[config.mk]
export PLATFORM = sky130hd
export DESIGN_NAME = fx2_fft_bridge_flat
export DESIGN_NICKNAME = d
export VERILOG_FILES = /design/src/rtl/fx2_fft_bridge_if.sv /design/src/rtl/fx2_fft_bridge.sv /design/src/flat_wrapper.sv
export SDC_FILE = /design/constraint.sdc
export NUM_CORES = 1
export LEC_CHECK = 0
export ABC_AREA = 1
export BUFFER_PORTS_ARGS = -buffer_cell sky130_fd_sc_hd__buf_2
export CAP_MARGIN = 20
export CORE_MARGIN = 4
export CORE_UTILIZATION = 48
export CTS_CLUSTER_DIAMETER = 100
export DETAILED_ROUTE_END_ITERATION = 12
export PLACE_DENSITY = 0.83
export SETUP_SLACK_MARGIN = 0.05
export SYNTH_ARGS = -nofsm -noshare
export SYNTH_HDL_FRONTEND = slang
export SYNTH_SLANG_ARGS = --single-unit
[constraint.sdc]
create_clock -name clk -period 2.7 [get_ports clk]
set_input_delay 0.405 -clock clk [delete_from_list [all_inputs] [get_ports clk]]
set_output_delay 0.405 -clock clk [all_outputs]
set_load 0.02 [all_outputs]
[src/rtl/fx2_fft_bridge_if.sv]
// FX2 slave-FIFO pin bundle between the bridge (master) and the FX2 chip (slave).
interface fx2_fft_bridge_if #(
  parameter int DW = 16
);
  logic          fx2_flaga;
  logic          fx2_flagb;
  logic          fx2_slcs_n;
  logic          fx2_slrd_n;
  logic          fx2_slwr_n;
  logic          fx2_sloe_n;
  logic          fx2_pktend_n;
  logic [1:0]    fx2_a;
  logic [DW-1:0] fx2_db_i;
  logic [DW-1:0] fx2_db_o;
  logic          fx2_db_oe;

  modport master (
    input  fx2_flaga, fx2_flagb, fx2_db_i,
    output fx2_slcs_n, fx2_slrd_n, fx2_slwr_n,
    output fx2_sloe_n, fx2_pktend_n, fx2_a,
    output fx2_db_o, fx2_db_oe
  );

  modport slave (
    output fx2_flaga, fx2_flagb, fx2_db_i,
    input  fx2_slcs_n, fx2_slrd_n, fx2_slwr_n,
    input  fx2_sloe_n, fx2_pktend_n, fx2_a,
    input  fx2_db_o, fx2_db_oe
  );
endinterface

[src/rtl/fx2_fft_bridge.sv]
// FX2 slave-FIFO <-> FFT core bridge: weight/frame loads in, result packets out.
// Define FX2_FRAME_TAG_EN to append a frame-counter trailer word to each IN packet.
module fx2_fft_bridge #(
  parameter int         NPOINT   = 3,
  parameter int         DW       = 16,
  parameter logic [1:0] RD_ADDR  = 2'b00,
  parameter logic [1:0] WR_ADDR  = 2'b10,
  parameter int         TURN_CYC = 2
) (
  input  logic                         clk,
  input  logic                         rst_n,
  fx2_fft_bridge_if.master             fx2,
  output logic                         weight_valid,
  output logic [2*NPOINT-1:0]          weight_idx,
  output logic [DW-1:0]                weight_real,
  output logic [DW-1:0]                weight_imag,
  output logic                         din_valid,
  input  logic                         din_ready,
  output logic [DW*(2**NPOINT)-1:0]    din_real,
  output logic [DW*(2**NPOINT)-1:0]    din_imag,
  input  logic                         dout_valid,
  output logic                         dout_ready,
  input  logic [DW*(2**NPOINT)-1:0]    dout_real,
  input  logic [DW*(2**NPOINT)-1:0]    dout_imag,
  output logic                         hdr_err
);

  localparam int N  = 2**NPOINT;
  localparam int W  = NPOINT * (2**(NPOINT-1));
  localparam int CW = 2*NPOINT + 1;
  localparam int TW = $clog2(TURN_CYC) + 1;
`ifdef FX2_FRAME_TAG_EN
  localparam int LEN = 2*N + 1;
`else
  localparam int LEN = 2*N;
`endif
  localparam logic [CW-1:0] WGT_LAST  = CW'(2*W - 1);
  localparam logic [CW-1:0] DAT_LAST  = CW'(2*N - 1);
  localparam logic [CW-1:0] TX_LAST   = CW'(LEN - 1);
  localparam logic [TW-1:0] TURN_LAST = TW'(TURN_CYC - 1);

  typedef enum logic [3:0] {
    IDLE, RD_SEL, RD_HDR, RD_WGT, RD_DAT,
    DIN_HOLD, WR_SEL, WR_DAT, WR_PKT
  } state_t;

  state_t              state_q;
  logic [CW-1:0]       cnt_q;
  logic [TW-1:0]       turn_q;
  logic                slcs_n_q, sloe_n_q, db_oe_q;
  logic [1:0]          a_q;
  logic                wv_q, dv_q, drdy_q, herr_q;
  logic [2*NPOINT-1:0] widx_q;
  logic [DW-1:0]       wre_q, wim_q;
  logic [DW*N-1:0]     dre_q, dim_q;
  logic [DW*N-1:0]     tre_q, tim_q;
`ifdef FX2_FRAME_TAG_EN
  logic [DW-1:0]       tag_q;
`endif

  logic                rd_fire, wr_fire, pk_fire;
  logic [NPOINT-1:0]   pt;
  logic [1:0]          opc;
  logic [DW-1:0]       tx_w;

  // Strobes follow the registered state but gate on the live FIFO flags.
  assign rd_fire = fx2.fx2_flaga &&
                   (state_q == RD_HDR ||
                    state_q == RD_WGT ||
                    state_q == RD_DAT);
  assign wr_fire = fx2.fx2_flagb && state_q == WR_DAT;
  assign pk_fire = fx2.fx2_flagb && state_q == WR_PKT;
  assign pt      = cnt_q[NPOINT:1];
  assign opc     = fx2.fx2_db_i[DW-1:DW-2];

  always_comb begin
    tx_w = cnt_q[0] ? tim_q[pt*DW +: DW]
                    : tre_q[pt*DW +: DW];
`ifdef FX2_FRAME_TAG_EN
    if (cnt_q == CW'(2*N)) tx_w = tag_q;
`endif
  end

  assign fx2.fx2_slrd_n   = !rd_fire;
  assign fx2.fx2_slwr_n   = !wr_fire;
  assign fx2.fx2_pktend_n = !pk_fire;
  assign fx2.fx2_slcs_n   = slcs_n_q;
  assign fx2.fx2_sloe_n   = sloe_n_q;
  assign fx2.fx2_a        = a_q;
  assign fx2.fx2_db_o     = tx_w;
  assign fx2.fx2_db_oe    = db_oe_q;

  assign weight_valid = wv_q;
  assign weight_idx   = widx_q;
  assign weight_real  = wre_q;
  assign weight_imag  = wim_q;
  assign din_valid    = dv_q;
  assign din_real     = dre_q;
  assign din_imag     = dim_q;
  assign dout_ready   = drdy_q;
  assign hdr_err      = herr_q;

  always_ff @(posedge clk or negedge rst_n) begin
    if (!rst_n) begin
      state_q  <= IDLE;
      cnt_q    <= '0;
      turn_q   <= '0;
      slcs_n_q <= 1'b1;
      sloe_n_q <= 1'b1;
      db_oe_q  <= 1'b0;
      a_q      <= RD_ADDR;
      wv_q     <= 1'b0;
      dv_q     <= 1'b0;
      drdy_q   <= 1'b0;
      herr_q   <= 1'b0;
      widx_q   <= '0;
      wre_q    <= '0;
      wim_q    <= '0;
      dre_q    <= '0;
      dim_q    <= '0;
      tre_q    <= '0;
      tim_q    <= '0;
`ifdef FX2_FRAME_TAG_EN
      tag_q    <= '0;
`endif
    end else begin
      wv_q   <= 1'b0;
      drdy_q <= 1'b0;
      herr_q <= 1'b0;
      case (state_q)
        IDLE: begin
          if (dout_valid) begin
            state_q  <= WR_SEL;
            drdy_q   <= 1'b1;
            tre_q    <= dout_real;
            tim_q    <= dout_imag;
            a_q      <= WR_ADDR;
            slcs_n_q <= 1'b0;
            db_oe_q  <= 1'b1;
            cnt_q    <= '0;
            turn_q   <= '0;
          end else if (fx2.fx2_flaga) begin
            state_q  <= RD_SEL;
            a_q      <= RD_ADDR;
            slcs_n_q <= 1'b0;
            sloe_n_q <= 1'b0;
            cnt_q    <= '0;
            turn_q   <= '0;
          end
        end
        RD_SEL, WR_SEL: begin
          if (turn_q == TURN_LAST)
            state_q <= (state_q == RD_SEL) ? RD_HDR : WR_DAT;
          else
            turn_q <= turn_q + TW'(1);
        end
        RD_HDR: begin
          if (rd_fire) begin
            unique case (1'b1)
              opc == 2'b01: state_q <= RD_WGT;
              opc == 2'b10: state_q <= RD_DAT;
              default: begin
                herr_q   <= 1'b1;
                state_q  <= IDLE;
                slcs_n_q <= 1'b1;
                sloe_n_q <= 1'b1;
              end
            endcase
          end
        end
        RD_WGT: begin
          if (rd_fire) begin
            cnt_q <= cnt_q + CW'(1);
            if (!cnt_q[0]) begin
              wre_q <= fx2.fx2_db_i;
            end else begin
              wim_q  <= fx2.fx2_db_i;
              widx_q <= cnt_q[CW-1:1];
              wv_q   <= 1'b1;
            end
            if (cnt_q == WGT_LAST) begin
              state_q  <= IDLE;
              slcs_n_q <= 1'b1;
              sloe_n_q <= 1'b1;
            end
          end
        end
        RD_DAT: begin
          if (rd_fire) begin
            cnt_q <= cnt_q + CW'(1);
            if (cnt_q[0]) dim_q[pt*DW +: DW] <= fx2.fx2_db_i;
            else          dre_q[pt*DW +: DW] <= fx2.fx2_db_i;
            if (cnt_q == DAT_LAST) begin
              state_q  <= DIN_HOLD;
              dv_q     <= 1'b1;
              slcs_n_q <= 1'b1;
              sloe_n_q <= 1'b1;
            end
          end
        end
        DIN_HOLD: begin
          if (din_ready) begin
            dv_q    <= 1'b0;
            state_q <= IDLE;
          end
        end
        WR_DAT: begin
          if (wr_fire) begin
            cnt_q <= cnt_q + CW'(1);
            if (cnt_q == TX_LAST) state_q <= WR_PKT;
          end
        end
        WR_PKT: begin
          if (pk_fire) begin
            state_q  <= IDLE;
            db_oe_q  <= 1'b0;
            slcs_n_q <= 1'b1;
`ifdef FX2_FRAME_TAG_EN
            tag_q    <= tag_q + DW'(1);
`endif
          end
        end
        default: state_q <= IDLE;
      endcase
    end
  end

endmodule

[src/flat_wrapper.sv]
// flat-port wrapper written by rule: the top's interface ports become plain ports
module fx2_fft_bridge_flat 
#(
  parameter int         NPOINT   = 3,
  parameter int         DW       = 16,
  parameter logic [1:0] RD_ADDR  = 2'b00,
  parameter logic [1:0] WR_ADDR  = 2'b10,
  parameter int         TURN_CYC = 2
)
  (clk, rst_n, weight_valid, weight_idx, weight_real, weight_imag, din_valid, din_ready, din_real, din_imag, dout_valid, dout_ready, dout_real, dout_imag, hdr_err, fx2_fx2_flaga, fx2_fx2_flagb, fx2_fx2_db_i, fx2_fx2_slcs_n, fx2_fx2_slrd_n, fx2_fx2_slwr_n, fx2_fx2_sloe_n, fx2_fx2_pktend_n, fx2_fx2_a, fx2_fx2_db_o, fx2_fx2_db_oe);
  fx2_fft_bridge_if #(.DW(DW)) fx2_i ();
  input  logic clk;
  input  logic rst_n;
  output logic weight_valid;
  output logic [2*NPOINT-1:0] weight_idx;
  output logic [DW-1:0] weight_real;
  output logic [DW-1:0] weight_imag;
  output logic din_valid;
  input  logic din_ready;
  output logic [DW*(2**NPOINT)-1:0] din_real;
  output logic [DW*(2**NPOINT)-1:0] din_imag;
  input  logic dout_valid;
  output logic dout_ready;
  input  logic [DW*(2**NPOINT)-1:0] dout_real;
  input  logic [DW*(2**NPOINT)-1:0] dout_imag;
  output logic hdr_err;
  input wire logic [$bits(fx2_i.fx2_flaga)-1:0] fx2_fx2_flaga;
  input wire logic [$bits(fx2_i.fx2_flagb)-1:0] fx2_fx2_flagb;
  input wire logic [$bits(fx2_i.fx2_db_i)-1:0] fx2_fx2_db_i;
  output wire logic [$bits(fx2_i.fx2_slcs_n)-1:0] fx2_fx2_slcs_n;
  output wire logic [$bits(fx2_i.fx2_slrd_n)-1:0] fx2_fx2_slrd_n;
  output wire logic [$bits(fx2_i.fx2_slwr_n)-1:0] fx2_fx2_slwr_n;
  output wire logic [$bits(fx2_i.fx2_sloe_n)-1:0] fx2_fx2_sloe_n;
  output wire logic [$bits(fx2_i.fx2_pktend_n)-1:0] fx2_fx2_pktend_n;
  output wire logic [$bits(fx2_i.fx2_a)-1:0] fx2_fx2_a;
  output wire logic [$bits(fx2_i.fx2_db_o)-1:0] fx2_fx2_db_o;
  output wire logic [$bits(fx2_i.fx2_db_oe)-1:0] fx2_fx2_db_oe;
  assign fx2_i.fx2_flaga = fx2_fx2_flaga;
  assign fx2_i.fx2_flagb = fx2_fx2_flagb;
  assign fx2_i.fx2_db_i = fx2_fx2_db_i;
  assign fx2_fx2_slcs_n = fx2_i.fx2_slcs_n;
  assign fx2_fx2_slrd_n = fx2_i.fx2_slrd_n;
  assign fx2_fx2_slwr_n = fx2_i.fx2_slwr_n;
  assign fx2_fx2_sloe_n = fx2_i.fx2_sloe_n;
  assign fx2_fx2_pktend_n = fx2_i.fx2_pktend_n;
  assign fx2_fx2_a = fx2_i.fx2_a;
  assign fx2_fx2_db_o = fx2_i.fx2_db_o;
  assign fx2_fx2_db_oe = fx2_i.fx2_db_oe;
  fx2_fft_bridge #(.NPOINT(NPOINT), .DW(DW), .RD_ADDR(RD_ADDR), .WR_ADDR(WR_ADDR), .TURN_CYC(TURN_CYC)) u_core (.clk(clk), .rst_n(rst_n), .fx2(fx2_i), .weight_valid(weight_valid), .weight_idx(weight_idx), .weight_real(weight_real), .weight_imag(weight_imag), .din_valid(din_valid), .din_ready(din_ready), .din_real(din_real), .din_imag(din_imag), .dout_valid(dout_valid), .dout_ready(dout_ready), .dout_real(dout_real), .dout_imag(dout_imag), .hdr_err(hdr_err));
endmodule
Word level (Yosys, flattened, before mapping)
Index checks and enable logic that the tools add are counted.
- flip-flop bits (word level): 572
- output and inout bits: 322
- bits in read-only memories: 0
- latch bits: 0
- bits of input ports: 278
- RAM bits: 0
- memories kept: 0
- logic and storage cells: 141
- order comparisons: 0
- multiplexer cells: 53
- bitwise logic cells: 1
- eq/ne operators: 30
- reduce and logical (&&, ||, !) cells: 32
- shift-type cells: 4
- $add $sub $neg: 3
- div/mod/pow operators: 0
- multiply operators: 0
- operator list (operator ; number):
    128-bit bitwise mux ; 2
    128-bit by 8-bit variable part select with 16-bit output ; 2
    16-bit by 34-bit variable shift with 128-bit output (first input constant) ; 1
    16-bit by 34-bit variable part select with 128-bit output ; 1
    4-bit two-way mux ; 12
    7-bit negation with 34-bit output ; 1
    4-bit case mux with 8 select lines ; 1
    7-bit two-way mux ; 4
    1-bit two-way mux ; 21
    7-bit case mux with 3 select lines ; 1
    2-bit != test (second input constant) ; 9
    3-bit AND reduction ; 6
    9-bit AND reduction ; 2
    4-bit by 3-bit equality test with 1-bit output (second input constant) ; 4
    16-bit two-way mux ; 1
    2-bit by 1-bit != test with 1-bit output (second input constant) ; 7
    11-bit AND reduction ; 1
    4-bit by 2-bit equality test with 1-bit output (second input constant) ; 2
    2-bit two-way mux ; 4
    4-bit AND reduction ; 2
    2-bit nonzero test ; 4
    7-bit by 1-bit adder with 7-bit output (second input constant) ; 1
    7-bit by 4-bit equality test with 1-bit output (second input constant) ; 1
    7-bit by 5-bit equality test with 1-bit output (second input constant) ; 1
    22 further kinds ; 32

Longest topological paths before layout
- depth after elaboration: 6
- gate-level depth with buffers: 13
- mapped depth without buffers: 10

Worst setup path before layout
Ideal clock, no wire load.
- kind: register -> register
- start: reg u_core.cnt_q[1]
- end: reg u_core.dre_q[2] (netlist: u_core.din_real[2])
- buffers on the path: 5
- stages on the path, launching flop included: 12
- path slack: 0.072 ns
- period minus slack after synthesis: 2.628 ns
- arrival: 2.497 ns
- required time: 2.568 ns
- library setup time: 0.132 ns
- path through: dfrtp_1 buf_2 inv_2 clkbuf_1 buf_1 ha_1 clkbuf_1 nor4_1 nand2_1 clkbuf_1 nand2_1 o21ai_0
- word-level cells in the longest chain between the ends: 3
- RTL lines (item ; line ; source):
    from (decl) ; fx2_fft_bridge.sv:48 ; logic [CW-1:0] cnt_q;
    from (signal assigned) ; fx2_fft_bridge.sv:173 ; cnt_q <= cnt_q + CW'(1);
    from (signal assigned) ; fx2_fft_bridge.sv:190 ; cnt_q <= cnt_q + CW'(1);
    from (signal assigned) ; fx2_fft_bridge.sv:209 ; cnt_q <= cnt_q + CW'(1);
    7-bit negation with 34-bit output (*) ; fx2_fft_bridge.sv:192 ; else dre_q[pt*DW +: DW] <= fx2.fx2_db_i;
    16-bit by 34-bit variable part select with 128-bit output or 16-bit by 34-bit variable shift with 128-bit output (tied branches) ; fx2_fft_bridge.sv:192 ;
    128-bit bitwise mux (*) ; fx2_fft_bridge.sv:192 ;
    to (signal, indexed assignment) ; fx2_fft_bridge.sv:192 ;
    to (decl) ; fx2_fft_bridge.sv:55 ; logic [DW*N-1:0] dre_q, dim_q;
Every way passes the cells marked *; elsewhere a longest branch is shown, timed or not.
A chain may end at the register's enable or synchronous reset.

Final worst setup path
- start: reg u_core.cnt_q[0]
- end: out fx2_fx2_db_o[10]
- word-level cells in the longest chain between the ends: 1
- RTL lines (item ; line ; source):
    16-bit two-way mux ; fx2_fft_bridge.sv:77 ; tx_w = cnt_q[0] ? tim_q[pt*DW +: DW]
    to (decl) ; flat_wrapper.sv:36 ; output wire logic [$bits(fx2_i.fx2_db_o)-1:0] fx2_fx2_db_o;
No other way between the ends.

==> impl_metrics.yaml <==
outcome:
  outcome: "complete, but fails checks"
  violations: "negative setup slack"
floorplan:
  io_pins: 600
  die_w_um: 231.0
  die_y_um: 231.0
  rows: 81
  start_util_pct: 48.67
  die_area_um2: 53370
  fp.coreArea_um2: 49050
clock_network:
  clk_latency_ps: 610
  cts_sinks: 571
  cts_buffers: 57
  htreeDepth: 2
  cts_tree: "built"
  cts_root_buffer: "clkbuf_16"
  clk_path_buf_depth: 3
  clkTransAtPathRegs_ps: 60
synthesis:
  synth.distinct_cells: 29
  synth_top_flop_cell: "dfrtp_1"
  synth_edf_count: 0
  synth_area_leaders: "dfrtp_1, nand2_1, o21ai_0"
  postSynthCellCount: 2801
  ys_seq_area_share_pct: 59.86
  netlist.area_leader.share_pct: 59.64
  synthArstFlopShare_pct: 100.0
  synth_fp_nets: 3088
  yosys.area.top_type: "dfrtp_1"
  syn-cell-area_um2: 23870
  synth-seq-cells: 571
  syn_area_per_cell_um2: 8.523
  yosysWarnings: 0
sta:
  rsz0062_at_grt: "true"
  slew_headroom_pct: 56.92
  finalSetupTns_ps: -448.0
  clock_skew_ps: 15.12
  worstMarginPinSlew_ps: 645.2
  hold_viol_final: 0
  final.setup.worst_slack_ps: -83.11
  fin_crit_ps: 2783
  fin_crit_sh_pct: 103.1
  fmax_mhz: 359.3
  slew_viol_final: 0
  setup_viol: 10
setup_path:
  worstRegToRegCells: 8
  r2r-start: "u_core.cnt_q[2]$_DFFE_PN0P_"
  crit_arrival_ps: 2380
  path_class: "reg2out"
  reg2reg_slack_ps: 330
  r2r-end: "u_core.din_imag[76]$_DFFE_PN0P_"
  critPathMaxFanout: 54
  setup.worst_path.end_class: "primary output"
  required_ps: 2300
  cp-start-kind: "flop"
drt:
  avgViaCountPerCell: 5.524
  drtIter0Drc: 2746
  wl_mm: 87.60
  detail_route.drc_violations: 0
  final_antenna_net_count: 0
  firstDrtPassIters: 6
  vias: 23220
  wl_per_cell_um: 20.84
min_path:
  hold_path.class: "in2reg"
  holdCritStartpoint: "dout_imag[112]"
  worstHoldPathCells: 3
  holdPathEnd: "u_core.tim_q[112]$_DFFE_PN0P_"
placement:
  gp_congestion: 0.9273
  numPlacedInstances: 3967
  dp_hpwl_mm: 60.18
  place_ws_ps: 268.6
  place_area_um2: 27860
  portBuffers: 598
power:
  p_leak_nw: 16.30
  powerDensity_nw_per_um2: 982.4
  ir_drop_mv: 0.8055
  finalPower_w: 0.03072
global_routing:
  grt_start_max_net_pins: 101
  antenna_found_initial: 2
  grt_overflow: 0
  grt_use_total_pct: 31.91
  grt_pass1_wl_mm: 132.1
  grt_pass1_vias: 22800
final_layout:
  finalInstanceArea_um2: 31270
  layout.nets: 3783
  area_growth_pct: 30.98
  fin_cells: 4203
  drive_gt1_share_pct: 22.72
  fillers: 3763
run:
  cap_viol_max_count: 0
## routing by layer
| metal | vias to the layer above | GRT usage, % | share of wire [%] |
|---|---|---|---|
| met1 | 10920 | 37.86 | 34 |
| met4 | 2 | 20.24 | 7.6 |
| li1 | 10380 | - | - |
| met2 | 1576 | 52.88 | 48 |
| met5 | - | 0 | 0.014 |
| met3 | 339 | 7.080 | 10 |
## state kept, by name (all words and copies together), names as in the netlist
| register | count |
|---|---|
| u_core.weight_real | 16 |
| u_core.hdr_err | 1 |
| u_core.cnt_q | 7 |
| u_core.state_q | 4 |
| u_core.fx2.fx2_db_oe | 1 |
| u_core.dout_ready | 1 |
| u_core.fx2.fx2_slcs_n | 1 |
| u_core.din_imag | 128 |
| u_core.fx2.fx2_a | 1 |
| u_core.tre_q | 128 |
| u_core.weight_imag | 16 |
| u_core.weight_idx | 6 |
| u_core.weight_valid | 1 |
| u_core.tim_q | 128 |
| u_core.din_valid | 1 |
| u_core.turn_q | 2 |
| u_core.fx2.fx2_sloe_n | 1 |
| u_core.din_real | 128 |
## critical path, stage by stage (launching register included)
cell     delay (ps)
dfrtp_4         510
buf_12          280
a21oi_1         110
o21ai_1         180
buf_4           160
nand2_1          40
nand2_1         130
nand4_1         130
buf_4           190
## synthesized netlist by cell type, types with 3 or more instances
cell type	instances
o21ai_1	25
o21ai_0	536
buf_2	50
dfrtp_1	569
nand2_1	1047
clkbuf_1	111
a21oi_1	126
xor2_1	4
nand3_1	54
nor2_2	3
nand4_1	18
buf_1	6
inv_2	4
inv_1	185
nor3_1	8
ha_1	9
nor2_1	29
## cells by family after synthesis
group,synth area share [%]
compound gates,14.52
xor+xnor,0.1467
fa+ha+maj,0.4717
buf+inv,5.943
flops,59.86
other cells,0.01571
simple gates,19.04
## how the worst max path moves through the flow
stage                                startpoint                               to  cells after the start
finish              u_core.cnt_q[0]$_DFFE_PN0P_                 fx2_fx2_db_o[10]                      8
global route        u_core.cnt_q[0]$_DFFE_PN0P_                 fx2_fx2_db_o[10]                      8
CTS                 u_core.cnt_q[0]$_DFFE_PN0P_                 fx2_fx2_db_o[10]                      8
detailed placement  u_core.cnt_q[1]$_DFFE_PN0P_  u_core.din_imag[72]$_DFFE_PN0P_                      7
global placement    u_core.cnt_q[1]$_DFFE_PN0P_  u_core.din_imag[75]$_DFFE_PN0P_                      8
floorplan           u_core.cnt_q[1]$_DFFE_PN0P_   u_core.din_real[2]$_DFFE_PN0P_                     11
## cell usage in the layout (no fill, tap or decap), types with 3 or more instances in the layout
master,count
buf_4,62
ha_1,9
clkbuf_1,10
nor2_1,27
nand4_1,18
inv_1,184
clkbuf_8,8
nand3_1,54
dfrtp_1,567
buf_2,588
nand2_1,1044
a21oi_2,5
nor2_2,3
buf_12,22
o21ai_0,521
dlygate4sd3_1,121
inv_6,3
buf_6,4
o21ai_1,40
nor3_1,8
bufinv_16,6
clkbuf_16,58
xor2_1,4
buf_16,3
nand2_2,4
a21oi_1,121
nor2_4,4
clkinv_2,12
## stage by stage
| step | utilization [%] | hold slack [ps] |
|---|---|---|
| after CTS | 63.60 | 0.04191 |
| after detailed placement | 56.80 | 379.4 |
| after global routing | 63.75 | 2.695 |
| after global placement | 56.80 | 384.6 |
| final | 63.75 | 21.05 |
| after floorplan | - | 109.4 |
## power breakdown
| part | leakage [nW] | switching [W] | internal, W |
|---|---|---|---|
| clock | 0.947 | 0.00342 | 0.00474 |
| sequential | 7.48 | 0.00114 | 0.0109 |
| combinational | 7.88 | 0.00709 | 0.00340 |
## final cells by class
class                   instances  area [um2]  area share [%]
well taps                     664       830.8           2.657
diodes                          1       2.502        0.008003
repair buffers                806        5298           16.94
clock inverters                25       310.3          0.9924
multi-input cells            1871        8204           26.24
flip-flops and latches        571       14300           45.72
clock buffers                  76        1599           5.114
inverters                     189       728.2           2.329
## timing repair
item / in CTS / in global routing
setup endpoints to repair: 16 / 29
endpoints found under the hold margin: 171 / 0
hold buffers: 121 / 0
gates cloned: 3 / 0
pin swaps: 3 / 1
buffers inserted: 6 / 4
gates resized for setup: 32 / 15
Power figures use the tool's default switching activity.
